File: src/rtl/slice_pkg.sv
// slice_pkg: shared definitions for the memory-capable logic slice.
//   - LUT mode encodings (2 bits per LUT in the config vector).
//   - Config-vector field offsets, all in terms of K (inputs per LUT) and
//     N (number of LUTs). Field order from the LSB: LUT memories, modes,
//     use_cc, reg_init.
package slice_pkg;

   typedef enum logic [1:0] {
      MODE_LUT = 2'b00,
      MODE_RAM = 2'b01,
      MODE_SRL = 2'b10,
      MODE_RSV = 2'b11   // reserved, behaves as MODE_LUT
   } lut_mode_e;

   // Bit offset of LUT i's memory.
   function automatic int cfg_lut_base(int k, int i);
      return i * (1 << k);
   endfunction

   // Bit offset of LUT i's 2-bit mode field.
   function automatic int cfg_mode_base(int k, int n, int i);
      return n * (1 << k) + 2 * i;
   endfunction

   // Bit offset of the carry-chain enable.
   function automatic int cfg_cc_bit(int k, int n);
      return n * (1 << k) + 2 * n;
   endfunction

   // Bit offset of the N output-register initial values (the MSBs).
   function automatic int cfg_init_base(int k, int n);
      return cfg_cc_bit(k, n) + 1;
   endfunction

   // Total config-chain length.
   function automatic int cfg_bits(int k, int n);
      return cfg_init_base(k, n) + n;
   endfunction

endpackage

File: src/rtl/slicem_lut.sv
// slicem_lut: one K-input LUT cell of the slice.
//   Holds 2^K memory bits and a 2-bit mode. Both are segments of the
//   serial config chain (shifted toward bit 0 while cen=1). In operation
//   the cell acts as a plain LUT, a distributed RAM (write mem[addr]) or a
//   shift register (new bit enters at tap 0). Reads are combinational.
// Ports:
//   clk, rst         fabric clock, async active-high reset
//   cen              1 = shift config, 0 = operate
//   we, di           write/shift enable and data bit
//   addr             read/write address (K bits)
//   mem_sin/mem_sout config chain through the memory bits
//   mode_sin/mode_sout config chain through the mode bits
//   lut_o            mem[addr]
module slicem_lut
   import slice_pkg::*;
#(
   parameter int K = 4
) (
   input  logic         clk,
   input  logic         rst,
   input  logic         cen,
   input  logic         we,
   input  logic         di,
   input  logic [K-1:0] addr,
   input  logic         mem_sin,
   output logic         mem_sout,
   input  logic         mode_sin,
   output logic         mode_sout,
   output logic         lut_o
);

   localparam int DEPTH = 1 << K;

   logic [DEPTH-1:0] mem;
   logic [1:0]       mode;

   // NOTE: the LUT memory is configuration state, so it is cleared by reset
   // like every other config bit; a reset mid-load must leave no residue.
   // NOTE: sequential state uses non-blocking assignments so every flop
   // samples pre-edge values, which the shift and SRL paths depend on.
   always_ff @(posedge clk or posedge rst) begin
      if (rst) begin
         mem  <= '0;
         mode <= MODE_LUT;
      end else if (cen) begin
         // Config shift takes priority over any write.
         mem  <= {mem_sin, mem[DEPTH-1:1]};
         mode <= {mode_sin, mode[1]};
      end else if (we) begin
         case (mode)
            MODE_RAM: mem[addr] <= di;
            MODE_SRL: mem       <= {mem[DEPTH-2:0], di};
            default:  ;  // LUT and reserved modes are read-only
         endcase
      end
   end

   assign lut_o     = mem[addr];
   assign mem_sout  = mem[0];
   assign mode_sout = mode[0];

endmodule

File: src/rtl/slicem.sv
// slicem: memory-capable logic slice.
//   NUM_LUTS K-input LUTs (each LUT, RAM or SRL), an optional ripple carry
//   chain, and per-LUT output registers with configurable initial values.
//   Config is one serial chain on clk, enabled by cen; cfg_out = cfg[0].
// Ports:
//   clk, rst   fabric clock, async active-high reset
//   cen        1 = shift config chain, 0 = operate
//   cfg_in     serial config input (enters at the MSB, reg_init)
//   cfg_out    serial config output (LUT0 memory bit 0)
//   luts_in    LUT i address at luts_in[i*K +: K]
//   we, di     write/shift enable and per-LUT data
//   reg_ce     output register enable
//   Ci, Co     carry in / carry out
//   out        combinational outputs
//   sync_out   registered outputs
module slicem
   import slice_pkg::*;
#(
   parameter int LUT_INPUTS = 4,
   parameter int NUM_LUTS   = 4
) (
   input  logic                           clk,
   input  logic                           rst,
   input  logic                           cen,
   input  logic                           cfg_in,
   output logic                           cfg_out,
   input  logic [LUT_INPUTS*NUM_LUTS-1:0] luts_in,
   input  logic                           we,
   input  logic [NUM_LUTS-1:0]            di,
   input  logic                           reg_ce,
   input  logic                           Ci,
   output logic                           Co,
   output logic [NUM_LUTS-1:0]            out,
   output logic [NUM_LUTS-1:0]            sync_out
);

   localparam int K = LUT_INPUTS;
   localparam int N = NUM_LUTS;

   // Global config bits above the LUT cells in the chain.
   logic         use_cc;
   logic [N-1:0] reg_init;

   logic [N-1:0] mem_si, mem_so;
   logic [N-1:0] mode_si, mode_so;
   logic [N-1:0] lut_p;
   logic [N:0]   carry;

   // Chain order (MSB to LSB): reg_init, use_cc, modes N-1..0, mems N-1..0.
   for (genvar i = 0; i < N; i++) begin : g_lut
      if (i == N - 1) begin : g_top
         assign mode_si[i] = use_cc;
         assign mem_si[i]  = mode_so[0];
      end else begin : g_mid
         assign mode_si[i] = mode_so[i+1];
         assign mem_si[i]  = mem_so[i+1];
      end

      slicem_lut #(.K(K)) u_lut (
         .clk       (clk),
         .rst       (rst),
         .cen       (cen),
         .we        (we),
         .di        (di[i]),
         .addr      (luts_in[i*K +: K]),
         .mem_sin   (mem_si[i]),
         .mem_sout  (mem_so[i]),
         .mode_sin  (mode_si[i]),
         .mode_sout (mode_so[i]),
         .lut_o     (lut_p[i])
      );
   end

   assign cfg_out = mem_so[0];

   // Carry chain: LUT output is propagate, LUT input 0 is generate.
   // NOTE: every output of this block gets a default first, so no path
   // through it can infer a latch.
   always_comb begin
      carry    = '0;
      out      = '0;
      Co       = 1'b0;
      carry[0] = Ci;
      for (int i = 0; i < N; i++) begin
         carry[i+1] = lut_p[i] ? carry[i] : luts_in[i*K];
      end
      if (!cen) begin
         if (use_cc) begin
            out = lut_p ^ carry[N-1:0];
            Co  = carry[N];
         end else begin
            out = lut_p;
         end
      end
   end

   always_ff @(posedge clk or posedge rst) begin
      if (rst) begin
         use_cc   <= 1'b0;
         reg_init <= '0;
         sync_out <= '0;
      end else if (cen) begin
         use_cc   <= reg_init[0];
         reg_init <= {cfg_in, reg_init[N-1:1]};
         // Registers track the init value while loading.
         sync_out <= reg_init;
      end else if (reg_ce) begin
         sync_out <= out;
      end
   end

endmodule

File: config.mk
export PLATFORM = sky130hd
export DESIGN_NAME = slicem
export DESIGN_NICKNAME = d
export VERILOG_FILES = /design/src/rtl/slice_pkg.sv /design/src/rtl/slicem_lut.sv /design/src/rtl/slicem.sv
export SDC_FILE = /design/constraint.sdc
export NUM_CORES = 1
export LEC_CHECK = 0
export CORE_MARGIN = 10
export CORE_UTILIZATION = 50
export DETAILED_ROUTE_END_ITERATION = 10
export DONT_BUFFER_PORTS = 1
export PLACE_DENSITY = 0.68
export SLEW_MARGIN = 40
export SYNTH_ARGS = -nofsm -noshare
export SYNTH_HDL_FRONTEND = slang
export SYNTH_SLANG_ARGS = --single-unit
File: constraint.sdc
create_clock -name clk -period 6.6 [get_ports clk]
set_clock_uncertainty 0.2 [all_clocks]
set_input_delay 0.99 -clock clk [delete_from_list [all_inputs] [get_ports clk]]
set_output_delay 0.99 -clock clk [all_outputs]
set_load 0.02 [all_outputs]
# Yosys cells after proc, flatten, opt, wreduce, memory -nomap -nowiden
# Cells that the tools add are included.
# classes
reduce_logical,14
magnitude_cmp,8
eq_ne,8
mux,42
bitwise,1
# op_table
op,n
two-way mux 16 bit,8
one-hot mux 16 bit (2 select lines),4
bitwise mux 16 bit,4
less-than comparator 4 x 5 -> 1 bit (second input constant),4
binary-select mux 1 bit (select 4 bit),4
demux 1 bit (select 4 bit),4
greater-or-equal comparator 4 x 1 -> 1 bit (second input constant),4
two-way mux 4 bit,4
two-way mux 1 bit,14
nonzero test 3 bit,4
equality test 2 x 1 -> 1 bit (second input constant),4
equality test 2 bit (second input constant),4
AND reduction 2 bit,4
logical AND 1 bit,4
nonzero test 2 bit,2
XOR 4 bit,1
# word_totals
input_bits,27
wordCells,84
out_inout_bits,10
ff_bits,81

# Logic depth before layout (Yosys ltp)
# logic_depth
ltp_word,10
mapped_depth,8
mapped_depth_nobuf,7

# Modules after synthesis
# Synthesis repeated with hierarchy kept, for this count alone.
# unflattened
hier_cells,727
area_unflattened_um2,6496.2
# by_module_without_submodules
module,cells_each,instances,area_each_um2,seq_area_each_um2
slicem_lut (g_lut[1].u_lut ...),169,2,1475.2,450.4
slicem_lut (g_lut[0].u_lut),169,1,1554.0,450.4
slicem_lut (g_lut[3].u_lut),169,1,1477.7,450.4
slicem,51,1,514.2,225.2

# Least setup slack after synthesis
# Ideal clock, no wire load.
# synth_timing
path_kind,input port to output port
start,in luts_in[6]
end,out out[2]
path_stages,8
t_arrival_ns,2.820
path_slack_ns,2.590
required_time_ns,5.410
n_path_buf,1
path_cell_list,buf_2 mux4_2 a22oi_1 nand3_1 nor3b_1 nor4_2 xnor2_1 nor2_1
# synth_via
elab_chain_cells,6
# synth_rtl
item,line,source
"start, declared",slicem.sv:27,"input logic [LUT_INPUTS*NUM_LUTS-1:0] luts_in,"
binary-select mux 1 bit (select 4 bit),slicem_lut.sv:58,assign lut_o = mem[addr];
two-way mux 1 bit (not written as such),slicem_lut.sv:58,
two-way mux 1 bit,slicem.sv:85,carry[i+1] = lut_p[i] ? carry[i] : luts_in[i*K];
XOR 4 bit,slicem.sv:89,out = lut_p ^ carry[N-1:0];
two-way mux 4 bit,slicem.sv:88,if (use_cc) begin
two-way mux 4 bit,slicem.sv:87,if (!cen) begin
"end, declared",slicem.sv:33,"output logic [NUM_LUTS-1:0] out,"
# Every way passes these cells. The select of a mux whose other input is x is not followed.

# Worst setup path in the final report
# layout_timing
start,in luts_in[0]
end,out out[3]
# layout_via
elab_chain_cells,8
# layout_rtl
item,line
binary-select mux 1 bit (select 4 bit),slicem_lut.sv:58
two-way mux 1 bit (not written as such),slicem_lut.sv:58
two-way mux 1 bit (*) (3 in a row),slicem.sv:85
XOR 4 bit (*),slicem.sv:89
two-way mux 4 bit (*),slicem.sv:88
two-way mux 4 bit (*),slicem.sv:87
# Mark *: on every way between the ends. The rest lies on a longest branch, timed or not. The select of a mux whose other input is x is not followed.

==> out/qor.yml <==
fmax_ghz: 0.243
n_fill_cell: 1061
row_count: 39
syn_area_um2: 5860
holdWs_ns: 0.311
switching_power_uw: 717
worstHoldStart: "reg_init[1]$_DFFE_PP0P_"
synth-seq-area-share_pct: 34.6
cts_setup_buffers: 0
synth_cells: 687
internal_power_uw: 1220
placed_area_um2: 5880
syn2layout_area_growth_pct: 5.59
clockBufferDepth: 2
hold_viol: 0
dp_cells: 775
critPathMaxFanout: 21
yosys_warnings: 0
synth_nets: 714
finalInstanceArea_um2: 6190
power.density_nw_per_um2: 313
rsz0062_at_grt: "false"
vias_per_cell: 6.39
comb_power_share_pct: 34.1
layout_min_cycle_time_ns: 4.12
clkPwrFrac_pct: 25.0
worstMarginPinSlew_ns: 0.757
start_util_pct: 51.1
ctsHtreeMaxLevel: 3
grt_pass1_vias: 4739
min_to: "sync_out[1]$_DFFE_PP0P_"
diodes: 0
ys_seq_elements: 81
slew_viol_final: 0
cts_resized: 0
power_frac_seq_pct: 40.9
drt-total-wl_mm: 14.4
antenna_found_initial: 0
drv_cap: 0
synth_area_leaders: "dfrtp_1 (35%), mux2_2 (14%), a22oi_1 (8.3%), nand2_1 (7.7%), a21oi_1 (5.6%)"
avgSynthCellArea_um2: 8.54
relSlewSlack_pct: 49.6
cp.required_ns: 5.41
switching_share_pct: 37.0
setup_viol: 0
final_common_cell: "nand2_1"
die_h_um: 128
grt_pass1_wl_mm: 24.3
final_nets: 671
clkSinkCount: 81
ys_types: 29
reg2reg_depth: 7
setup_ws_ns: 2.48
cts_hold_buf: 0
post-route-period-util_pct: 62.4
cts_root_buffer: "clkbuf_16"
fin_cells: 792
port_buffers: 0
multiInputGateArea_um2: 3610
critPathLaunchType: "primary input"
final_cell_mix: "nand2_1 (121), dfrtp_1 (81), mux2_2 (72), a22oi_1 (65), a21oi_1 (63)"
tritoncts: "done"
timing.rr.end: "sync_out[3]$_DFFE_PP0P_"
worstSetupEndpointType: "primary output"
reg2reg_from: "g_lut[0].u_lut.mem[0]$_DFFE_PP0P_"
grt-ovfl-total: 0
hold_depth: 1
path_class: "primary input to primary output"
drt_iter0_drc: 667
cts.clk_slew.worst_paths_ns: 0.06
place_congestion: 0.934
status: "completed"
irDropWorstVdd_mv: 0.171
drive_gt1_share_pct: 18.2
track_usage_pct: 17.7
rrSetupSlack_ns: 3.99
insertion_delay_ns: 0.35
hpwl_mm: 9.59
yosys.area.top_type: "dfrtp_1"
p_leak_uw: 0.00239
die-area_um2: 16500
crit_arrival_ns: 2.93
fin_tns_setup_ns: 0
num_io_pins: 37
cts_buffers: 9
hold_class: "flip-flop to flip-flop"
post-place-ws_ns: 2.47
vias: 5059
die_w_um: 128
antenna_left: 0
route.detailed.drc: 0
synth_top_area_share_pct: 34.6
dr.pass1.iters: 8
regArea_um2: 2030
avgRoutedWirePerCell_um: 18.2
grt_max_degree: 165
core_um2: 11500
-- cells in the mapped netlist (all sizes together) --
library cell	n
dfrtp	81
inv	2
a22oi	65
nor3b	4
nand3	19
and2	4
a21oi	66
a21o	1
nand2	121
o21ai	67
clkbuf	53
nor3	9
o211ai	4
mux2i	14
mux2	72
xnor2	2
nor2b	27
buf	8
a211oi	3
nand2b	8
nor2	28
o21a	4
mux4	14
xor2	6
nor4	5
-- cells by family after synthesis --
family,count (synthesis),share of synthesized area (%)
AO/OA/AOI/OAI,210,21.2
buffers and inverters,63,4.20
flip-flops,81,34.6
AND/OR/NAND/NOR,225,17.2
multiplexers,100,21.6
XOR/XNOR,8,1.19
-- stage by stage --
stage	total power [uW]	utilization [%]
after detailed placement	1450	51.2
after CTS	1950	53.8
after global routing	2070	54.0
after floorplan	1310	-
after global placement	1430	51.0
final	1940	54.0
-- state kept, by name (all words and copies together), names as in the netlist --
register and flops:
g_lut.u_lut.mem 64, g_lut.u_lut.mode 8, reg_init 4, sync_out 4, use_cc 1
-- metal layers --
metal,track usage (%),up-vias,wire (um),part of all wire [%]
met2,26.2,176,6720,47
met5,0,-,0,0
met1,24.4,2457,6370,44
li1,-,2406,-,-
met4,5.70,0,230,1.6
met3,4.96,20,1080,7.5
-- worst max-delay path by stage --
stage | cells after the start | end | slack, ns | startpoint
after floorplan | 8 | out[2] | 2.59 | luts_in[6]
after global placement | 7 | out[3] | 2.51 | luts_in[0]
after detailed placement | 7 | out[3] | 2.47 | luts_in[0]
after CTS | 7 | out[3] | 2.46 | luts_in[0]
after global routing | 7 | out[3] | 2.35 | luts_in[0]
final | 7 | out[3] | 2.48 | luts_in[0]
-- area by class of cell --
cell class	instances	area share, %
clock buffers	10	3.86
clock inverters	6	0.808
inverters	2	0.141
multi-input cells	543	58.3
flip-flops and latches	81	32.7
well taps	143	2.89
repair buffers	7	1.23
-- power by group through the flow --
stage | clock, uW | combinational, uW | sequential (uW)
3_5_place_dp | 0 | 655 | 799
2_1_floorplan | 0 | 566 | 744
3_3_place_gp | 0 | 632 | 796
5_1_grt | 520 | 735 | 815
6_report | 485 | 661 | 793
4_1_cts | 501 | 658 | 790
-- critical path: stages --
cell and delay (ns):
mux2i_1 0.11, mux4_2 0.50, mux2i_1 0.16, nor3b_1 0.45
a211oi_1 0.19, xnor2_1 0.19, nor2_1 0.33
No activity file was read; power rests on OpenSTA's default activity.
